[config.mk]
export PLATFORM = sky130hd
export DESIGN_NAME = character_action_controller_flat
export DESIGN_NICKNAME = d
export VERILOG_FILES = /design/src/rtl/char_pkg.sv /design/src/rtl/character_action_controller_if.sv /design/src/rtl/action_input_latch.sv /design/src/rtl/character_action_controller.sv /design/src/flat_wrapper.sv
export SDC_FILE = /design/constraint.sdc
export NUM_CORES = 1
export LEC_CHECK = 0
export BUFFER_PORTS_ARGS = -buffer_cell sky130_fd_sc_hd__buf_4
export CORE_ASPECT_RATIO = 1.2
export CORE_MARGIN = 2
export CORE_UTILIZATION = 55
export DETAILED_ROUTE_END_ITERATION = 16
export GPL_ROUTABILITY_DRIVEN = 0
export PLACE_DENSITY_LB_ADDON = 0.1
export SETUP_SLACK_MARGIN = 0.3
export SLEW_MARGIN = 20
export SYNTH_ARGS = -nofsm -noshare
export SYNTH_HDL_FRONTEND = slang
export SYNTH_SLANG_ARGS = --single-unit
[constraint.sdc]
create_clock -name clk -period 5.8 [get_ports clk]
set_input_delay 0.87 -clock clk [delete_from_list [all_inputs] [get_ports clk]]
set_output_delay 0.87 -clock clk [all_outputs]
set_load 0.01 [all_outputs]
[src/rtl/char_pkg.sv]
// Shared types and screen geometry for the per-player character action controller.
// Attack and hit-stun phase lengths are clamped to a minimum of one frame by phase_last().
package char_pkg;

  typedef enum logic [2:0] {
    ST_IDLE     = 3'd0,
    ST_WALK_L   = 3'd1,
    ST_WALK_R   = 3'd2,
    ST_HITSTUN  = 3'd3,
    ST_STARTUP  = 3'd4,
    ST_ACTIVE   = 3'd5,
    ST_RECOVERY = 3'd6
  } state_e;

  localparam int SCREEN_W = 640;
  localparam int SCREEN_H = 480;
  localparam int SPRITE_W = 64;
  localparam int SPRITE_H = 240;

  // Last 0-based frame index of a timed phase; a zero length behaves as one frame.
  function automatic logic [3:0] phase_last(input logic [3:0] len);
    return (len == 4'd0) ? 4'd0 : (len - 4'd1);
  endfunction

endpackage

[src/rtl/character_action_controller_if.sv]
// Player input / renderer output bundle for character_action_controller.
// master drives the per-frame inputs, slave is the controller itself.
interface character_action_controller_if;
  logic       frame_tick;
  logic       btn_left;
  logic       btn_right;
  logic       btn_attack;
  logic       hit_in;
  logic [9:0] x_pos;
  logic [9:0] y_pos;
  logic [2:0] state;
  logic       attacking;
  logic [3:0] phase_frame;

  modport master (
    output frame_tick, btn_left, btn_right, btn_attack, hit_in,
    input  x_pos, y_pos, state, attacking, phase_frame
  );

  modport slave (
    input  frame_tick, btn_left, btn_right, btn_attack, hit_in,
    output x_pos, y_pos, state, attacking, phase_frame
  );
endinterface

[src/rtl/action_input_latch.sv]
// Rising-edge capture of btn_attack and hit_in into latches that every frame tick clears.
// The pending outputs include an edge arriving on the tick clock itself so it is not lost.
module action_input_latch (
  input  logic clk,
  input  logic rst_n,
  input  logic frame_tick,
  input  logic btn_attack,
  input  logic hit_in,
  output logic attack_pend,
  output logic hit_pend
);

  logic atk_prev_r;
  logic hit_prev_r;
  logic atk_latch_r;
  logic hit_latch_r;
  logic atk_edge_s;
  logic hit_edge_s;

  assign atk_edge_s  = btn_attack & ~atk_prev_r;
  assign hit_edge_s  = hit_in & ~hit_prev_r;
  assign attack_pend = atk_latch_r | atk_edge_s;
  assign hit_pend    = hit_latch_r | hit_edge_s;

  // Edge history and set-on-edge / clear-on-tick latches.
  always_ff @(posedge clk or negedge rst_n) begin
    if (!rst_n) begin
      atk_prev_r  <= 1'b0;
      hit_prev_r  <= 1'b0;
      atk_latch_r <= 1'b0;
      hit_latch_r <= 1'b0;
    end else begin
      atk_prev_r <= btn_attack;
      hit_prev_r <= hit_in;
      if (frame_tick) begin
        atk_latch_r <= 1'b0;
        hit_latch_r <= 1'b0;
      end else begin
        atk_latch_r <= attack_pend;
        hit_latch_r <= hit_pend;
      end
    end
  end

endmodule

[src/rtl/character_action_controller.sv]
// Per-player action sequencer: per-frame walk with edge clamping and timed attack phases.
// Optional feature macro: HITSTUN_EN (latched hit_in forces a timed HITSTUN phase).
module character_action_controller
  import char_pkg::*;
#(
  parameter logic [9:0] X_INIT      = 10'd100,
  parameter logic [9:0] Y_FIXED     = 10'((SCREEN_H - SPRITE_H) / 2),
  parameter logic [9:0] X_MIN       = 10'd0,
  parameter logic [9:0] X_MAX       = 10'(SCREEN_W - SPRITE_W),
  parameter logic [9:0] MOVE_STEP   = 10'd3,
  parameter logic [3:0] STARTUP_FR  = 4'd5,
  parameter logic [3:0] ACTIVE_FR   = 4'd2,
  parameter logic [3:0] RECOVERY_FR = 4'd8,
  parameter logic [3:0] HITSTUN_FR  = 4'd12
) (
  input logic                          clk,
  input logic                          rst_n,
  character_action_controller_if.slave bus
);

  state_e     state_r;
  state_e     state_nx_s;
  logic [9:0] x_r;
  logic [9:0] x_nx_s;
  logic [3:0] phase_r;
  logic [3:0] phase_nx_s;
  logic       attacking_r;
  logic       attacking_nx_s;
  logic       attack_pend_s;
  logic       hit_pend_s;
  logic       hit_s;
  logic [10:0] x_sum_s;
  logic [9:0]  x_left_s;
  logic [9:0]  x_right_s;

  action_input_latch u_latch (
    .clk         (clk),
    .rst_n       (rst_n),
    .frame_tick  (bus.frame_tick),
    .btn_attack  (bus.btn_attack),
    .hit_in      (bus.hit_in),
    .attack_pend (attack_pend_s),
    .hit_pend    (hit_pend_s)
  );

`ifdef HITSTUN_EN
  assign hit_s = hit_pend_s;
`else
  logic unused_hit_s;
  assign unused_hit_s = hit_pend_s;
  assign hit_s        = 1'b0;
`endif

  // Saturating walk targets, evaluated in 11 bits so neither direction can wrap.
  always_comb begin
    x_sum_s = {1'b0, x_r} + {1'b0, MOVE_STEP};
    if ({1'b0, x_r} < ({1'b0, X_MIN} + {1'b0, MOVE_STEP})) begin
      x_left_s = X_MIN;
    end else begin
      x_left_s = x_r - MOVE_STEP;
    end
    if (x_sum_s > {1'b0, X_MAX}) begin
      x_right_s = X_MAX;
    end else begin
      x_right_s = x_sum_s[9:0];
    end
  end

  // Next-state, position and phase counter; everything holds between frame ticks.
  always_comb begin
    state_nx_s = state_r;
    x_nx_s     = x_r;
    phase_nx_s = phase_r;
    if (!bus.frame_tick) begin
      state_nx_s = state_r;
    end else if (hit_s && (state_r != ST_HITSTUN)) begin
      state_nx_s = ST_HITSTUN;
      phase_nx_s = 4'd0;
    end else begin
      case (state_r)
        ST_IDLE, ST_WALK_L, ST_WALK_R: begin
          phase_nx_s = 4'd0;
          if (attack_pend_s) begin
            state_nx_s = ST_STARTUP;
          end else if (bus.btn_left && !bus.btn_right) begin
            state_nx_s = ST_WALK_L;
            x_nx_s     = x_left_s;
          end else if (bus.btn_right && !bus.btn_left) begin
            state_nx_s = ST_WALK_R;
            x_nx_s     = x_right_s;
          end else begin
            state_nx_s = ST_IDLE;
          end
        end
        ST_STARTUP: begin
          if (phase_r >= phase_last(STARTUP_FR)) begin
            state_nx_s = ST_ACTIVE;
            phase_nx_s = 4'd0;
          end else begin
            phase_nx_s = phase_r + 4'd1;
          end
        end
        ST_ACTIVE: begin
          if (phase_r >= phase_last(ACTIVE_FR)) begin
            state_nx_s = ST_RECOVERY;
            phase_nx_s = 4'd0;
          end else begin
            phase_nx_s = phase_r + 4'd1;
          end
        end
        ST_RECOVERY, ST_HITSTUN: begin
          if (phase_r >= phase_last((state_r == ST_HITSTUN) ? HITSTUN_FR : RECOVERY_FR)) begin
            state_nx_s = ST_IDLE;
            phase_nx_s = 4'd0;
          end else begin
            phase_nx_s = phase_r + 4'd1;
          end
        end
        default: begin
          state_nx_s = ST_IDLE;
          phase_nx_s = 4'd0;
        end
      endcase
    end
    attacking_nx_s = (state_nx_s == ST_STARTUP) || (state_nx_s == ST_ACTIVE) ||
                     (state_nx_s == ST_RECOVERY);
  end

  // Registered FSM state and renderer-facing outputs.
  always_ff @(posedge clk or negedge rst_n) begin
    if (!rst_n) begin
      state_r     <= ST_IDLE;
      x_r         <= X_INIT;
      phase_r     <= 4'd0;
      attacking_r <= 1'b0;
    end else begin
      state_r     <= state_nx_s;
      x_r         <= x_nx_s;
      phase_r     <= phase_nx_s;
      attacking_r <= attacking_nx_s;
    end
  end

  assign bus.x_pos       = x_r;
  assign bus.y_pos       = Y_FIXED;
  assign bus.state       = state_r;
  assign bus.attacking   = attacking_r;
  assign bus.phase_frame = phase_r;

endmodule

[src/flat_wrapper.sv]
// flat-port wrapper written by rule: the top's interface ports become plain ports
module character_action_controller_flat import char_pkg::*;
#(
  parameter logic [9:0] X_INIT      = 10'd100,
  parameter logic [9:0] Y_FIXED     = 10'((SCREEN_H - SPRITE_H) / 2),
  parameter logic [9:0] X_MIN       = 10'd0,
  parameter logic [9:0] X_MAX       = 10'(SCREEN_W - SPRITE_W),
  parameter logic [9:0] MOVE_STEP   = 10'd3,
  parameter logic [3:0] STARTUP_FR  = 4'd5,
  parameter logic [3:0] ACTIVE_FR   = 4'd2,
  parameter logic [3:0] RECOVERY_FR = 4'd8,
  parameter logic [3:0] HITSTUN_FR  = 4'd12
)
  (clk, rst_n, bus_frame_tick, bus_btn_left, bus_btn_right, bus_btn_attack, bus_hit_in, bus_x_pos, bus_y_pos, bus_state, bus_attacking, bus_phase_frame);
  character_action_controller_if bus_i ();
  input logic clk;
  input logic rst_n;
  input wire logic [$bits(bus_i.frame_tick)-1:0] bus_frame_tick;
  input wire logic [$bits(bus_i.btn_left)-1:0] bus_btn_left;
  input wire logic [$bits(bus_i.btn_right)-1:0] bus_btn_right;
  input wire logic [$bits(bus_i.btn_attack)-1:0] bus_btn_attack;
  input wire logic [$bits(bus_i.hit_in)-1:0] bus_hit_in;
  output wire logic [$bits(bus_i.x_pos)-1:0] bus_x_pos;
  output wire logic [$bits(bus_i.y_pos)-1:0] bus_y_pos;
  output wire logic [$bits(bus_i.state)-1:0] bus_state;
  output wire logic [$bits(bus_i.attacking)-1:0] bus_attacking;
  output wire logic [$bits(bus_i.phase_frame)-1:0] bus_phase_frame;
  assign bus_i.frame_tick = bus_frame_tick;
  assign bus_i.btn_left = bus_btn_left;
  assign bus_i.btn_right = bus_btn_right;
  assign bus_i.btn_attack = bus_btn_attack;
  assign bus_i.hit_in = bus_hit_in;
  assign bus_x_pos = bus_i.x_pos;
  assign bus_y_pos = bus_i.y_pos;
  assign bus_state = bus_i.state;
  assign bus_attacking = bus_i.attacking;
  assign bus_phase_frame = bus_i.phase_frame;
  character_action_controller #(.X_INIT(X_INIT), .Y_FIXED(Y_FIXED), .X_MIN(X_MIN), .X_MAX(X_MAX), .MOVE_STEP(MOVE_STEP), .STARTUP_FR(STARTUP_FR), .ACTIVE_FR(ACTIVE_FR), .RECOVERY_FR(RECOVERY_FR), .HITSTUN_FR(HITSTUN_FR)) u_core (.clk(clk), .rst_n(rst_n), .bus(bus_i));
endmodule
Word-level counts from Yosys, hierarchy flattened. Cells that the tools add are included.

Register bits: 20. Latch bits: 0. Bits in writable memories: 0. ROM bits: 0. Input bits: 7. Output and inout port bits: 28. Logic and storage cells: 59. Memories: 0.

$add $sub $neg: 4. Multiply operators: 0. Div/mod/pow operators: 0. Order comparisons: 5. Equality and inequality tests: 9. Shift-type cells: 0. Multiplexer cells: 19. Bitwise gates (word level): 4. Reductions and logical operators: 12.

Operators with widths (number): $mux W10 (4); $mux W3 (7); $eq A3 B3 Y1 const B (6); $mux W4 (4); $pmux W3 S4 (1); $pmux W4 S3 (1); $add A10 B2 Y11 const B (1); $gt A11 B10 Y1 const B (1); $lt A10 B2 Y1 const B (1); $sub A10 B2 Y10 const B (1); $eq A3 B2 Y1 const B (2); $add A4 B1 Y4 const B (1); $ge A4 B1 Y1 const B (1); $ge A4 B3 Y1 const B (1); $ge A4 B4 Y1 (1); $logic_not A4 Y1 (1); $reduce_and A4 Y1 (1); $sub A4 B1 Y4 const B (1); $eq A3 B1 Y1 const B (1); $logic_not A3 Y1 (1); $reduce_or A3 Y1 (1); $logic_and A1 B1 Y1 (2); $logic_not A1 Y1 (2); $logic_or A1 B1 Y1 (2); other kinds (7) (8).

Depth between registers and ports, before layout.
Word-level depth: 11. Mapped depth: 10. Gate-level depth less buffers: 9.

By module. Synthesis repeated with hierarchy kept, for this count alone.

Cells, all modules: 236. Area, all modules: 1971.9 um^2.

By module, submodules not included: character_action_controller (times used 1, cells an instance 224, area an instance 1819.2 um^2, sequential area each 454.2 um^2); action_input_latch (times used 1, cells an instance 12, area an instance 152.6 um^2, sequential area each 100.1 um^2).

Least setup slack after synthesis. Ideal clock, no wire load.

Kind: input to register. Start point: input port bus_btn_right. End point: register u_core.x_r[3] (netlist: u_core.bus.x_pos[3]). Library setup time: 0.134 ns. Arrival time: 2.134 ns. Required time: 5.666 ns. Setup slack: 3.532 ns. Cell stages on the path: 8. Buffers on the path: 1. Cells stage by stage: inv_1 ha_1 nor3b_1 and2_1 clkbuf_1 o21ai_0 a32oi_1 o211ai_1.

Word-level cells in the longest chain between the ends: 4. Elaborated cells between the ends (all ways): 6. Classes of those cells: mux: 1; reduce/logical: 5.

Ends and longest elaborated chain: start, declared (RTL line flat_wrapper.sv:20) `input wire logic [$bits(bus_i.btn_right)-1:0] bus_btn_right;`; $logic_not A1 Y1 (RTL line character_action_controller.sv:85) `end else if (bus.btn_left && !bus.btn_right) begin`; $logic_and A1 B1 Y1 (RTL line character_action_controller.sv:85); $reduce_bool A2 Y1 (no source line); $reduce_and A4 Y1 (no source line); end signal, assigned (RTL line character_action_controller.sv:138) `x_r <= x_nx_s;`; end, declared (RTL line character_action_controller.sv:23) `logic [9:0] x_r;`.

Several ways; a longest one is shown, not always the timed one. A chain may end at the register's enable or synchronous reset.

Worst setup path in the final report.
Start point: register u_core.x_r[0] (netlist: u_core.bus.x_pos[0]). End point: register u_core.x_r[5] (netlist: u_core.bus.x_pos[5]).

Word-level cells in the longest chain between the ends: 5. Elaborated cells between the ends (all ways): 8. Classes of those cells: add/sub: 2; order compare: 2; mux: 4.

Ends and longest elaborated chain: $add A10 B2 Y11 (RTL line character_action_controller.sv:56) `x_sum_s = {1'b0, x_r} + {1'b0, MOVE_STEP};`; $gt A11 B10 Y1 (RTL line character_action_controller.sv:62) `if (x_sum_s > {1'b0, X_MAX}) begin`; $mux W10 (RTL line character_action_controller.sv:62); $mux W10 (RTL line character_action_controller.sv:88) `end else if (bus.btn_right && !bus.btn_left) begin`; $mux W10 (*) (RTL line character_action_controller.sv:85).

Every way passes the cells marked *; elsewhere a longest branch is shown, timed or not. The select of a mux whose other input is x is not followed.

==> out/metrics.csv <==
metric,value,unit
status,completed,
fillers,302,
vias_per_cell,6.57,
hold_violations,0,
overflow,0,
startpoint,u_core.bus.x_pos[0],
max_freq,0.372,GHz
grt_pass1_vias,1656,
cts.sinks,20,
grtUsageTotal,25.3,%
synth_top_cell_area_share,24.0,%
critPathMaxFanout,11,
r2r-end,u_core.bus.x_pos[5],
crit_type,register to register,
area_growth,8.46,%
drt_iter0_markers,91,
fin_crit,2.69,ns
drt_pre_antenna_iters,4,
relSlewSlack,41.3,%
p_seq_share,38.3,%
hold-worst-slack,0.411,ns
worstSetupStartpointType,register,
cts_buffer_depth,2,
cts_resized,0,
die_h,66.2,µm
ys_seq_area_share,28.4,%
yosysTopAreaCell,dfrtp_1,
dp.cells,268,
multi_input_area,1100,µm²
synthArstFlopShare,100,%
power.total,0.752,mW
ys_warn_count,0,
r2r_slack,3.11,ns
fin_area,1930,µm²
io_pins,35,
n_antenna_cell,0,
p_leak,0.815,nW
worst_skew_pair.late_latency,0.31,ns
port_buffers,23,
stdcell_count,272,
layout.nets,254,
cts_setup_buffers,0,
dpl.hpwl,3290,µm
min_path_type,primary input to async pin,
cts_tree,done,
power_frac_comb,50.5,%
fin_skew,0.0147,ns
register_area,504,µm²
pwr-share-clk,11.2,%
start_util,57.6,%
synth.area.top_cells,"dfrtp_1 (24%), ha_1 (7.0%), buf_4 (4.7%)",
antenna_found_initial,0,
tightest_slew,0.858,ns
finalSetupViolations,0,
fin_crit_sh,46.3,%
grt_max_degree,21,
power.density,391,nW/µm²
synth_edf_count,0,
dpl-instance-area,1890,µm²
rsz0062_at_grt,no,
yosys_most_used_dff,dfrtp_1,
p_sw_share,46.8,%
clk_pin_slew,0.13,ns
switchingPower,0.352,mW
synth_cells,225,
ys_types,58,
synthesis.area,1780,µm²
internal-power,0.401,mW
core,3080,µm²
dieArea,3700,µm²
chipWidth,55.9,µm
numCtsBuffers,3,
worst_ep_arrival_time,2.91,ns
drv_slew,0,
end_kind,register,
cts_htree_levels,1,
grt_pass1_wl,7520,µm
vias,1788,
ir_drop,0.298,mV
wl_per_cell,16.2,µm
ant_nets,0,
ys_ff_latch,20,
avgSynthCellArea,7.89,µm²
drc,0,
rows,22,
rr_worst_depth,8,
clk_root_buffer_cell,clkbuf_4,
r2r_start,u_core.bus.x_pos[0],
postCtsHoldBufs,0,
drive_gt1_share,14.8,%
wirelength,4400,µm
critical_path_required,6.03,ns
tns,0,ns
drv_cap,0,
-- cells in the final DEF (no fill, tap or decap), types with 6 or more instances in the layout --
cell type  count
dfrtp_1       17
a31oi_1        8
conb_1        10
o21ai_0       16
ha_1          10
nand4_1        6
a21oi_1       16
inv_1         17
buf_4         23
nor2_1        15
nand2_1        9
nor3_1         9
-- worst max-delay path, cell delays in order, from the launching register on --
cell and delay [ns]:
dfrtp_1 0.58, inv_1 0.15, ha_1 0.28, nand4b_1 0.40, xnor2_1 0.23, o2bb2ai_1 0.25
a32o_2 0.35, nand2_2 0.12, o311ai_1 0.24
-- cell families (layout without fill, tap and decap cells) --
group	Yosys count	in the layout	synth area share, %
DFF	20	20	28.4
buffers and inverters	41	44	11.1
adders and majority gates	10	10	7.05
and+or+nand+nor	71	71	22.3
xor gates and xnor gates	3	3	1.48
AOI/OAI and AO/OA	76	76	28.1
other	2	10	0.423
muxes	2	2	1.13
-- state kept, by name (all words and copies together), names as in the netlist --
signal and count:
u_core.bus.x_pos 10, u_core.bus.state 3, u_core.u_latch.atk_latch_r 1, u_core.u_latch.atk_prev_r 1, u_core.bus.phase_frame 4, u_core.bus.attacking 1
-- cells in the mapped netlist (3+ instances only) --
cell type and number:
nand2b_1 3, nand2_1 9, a21o_1 4, inv_1 17, buf_4 11, a211oi_1 5, and2_1 5, o21ai_0 16
dfrtp_1 17, a32oi_1 3, dfstp_2 3, a31oi_1 8, nor2_1 15, ha_1 10, nor3_1 9, nand3_1 5
clkbuf_1 10, a21oi_1 16, nand4_1 6
-- routing by layer --
metal	vias up	track usage, %	part of all wire, %
li1	843	-	-
met5	-	0	0
met3	10	2.15	4.7
met1	865	31.0	41
met2	70	45.5	52
met4	0	11.0	1.4
-- power by group through the flow --
stage	combinational, mW	clock [mW]	sequential (mW)
final	0.380	0.0840	0.289
after global routing	0.427	0.0913	0.301
after CTS	0.379	0.0864	0.286
after detailed placement	0.377	0	0.289
after global placement	0.367	0	0.284
after floorplan	0.285	0	0.250
-- metrics by stage --
step / utilization (%) / worst slack, ns
6_report: 62.5 / 3.11
5_1_grt: 62.5 / 2.89
4_1_cts: 62.5 / 3.16
3_5_place_dp: 61.3 / 3.08
3_3_place_gp: 61.3 / 3.09
2_1_floorplan: - / 3.53
-- how the worst max path moves through the flow --
stage,end
2_1_floorplan,u_core.bus.x_pos[3]
3_3_place_gp,u_core.bus.x_pos[6]
3_5_place_dp,u_core.bus.x_pos[6]
4_1_cts,u_core.bus.x_pos[6]
5_1_grt,u_core.bus.x_pos[5]
6_report,u_core.bus.x_pos[5]
-- layout make-up --
type                            count  area share, %
Inverter                           17           3.31
Tap cell                           36           2.34
Timing Repair Buffer               23           8.97
Clock buffer                        4           1.88
Sequential cell                    20           26.2
Multi-Input combinational cell    172           57.3
Note: power is estimated with default switching activity, not from simulation.
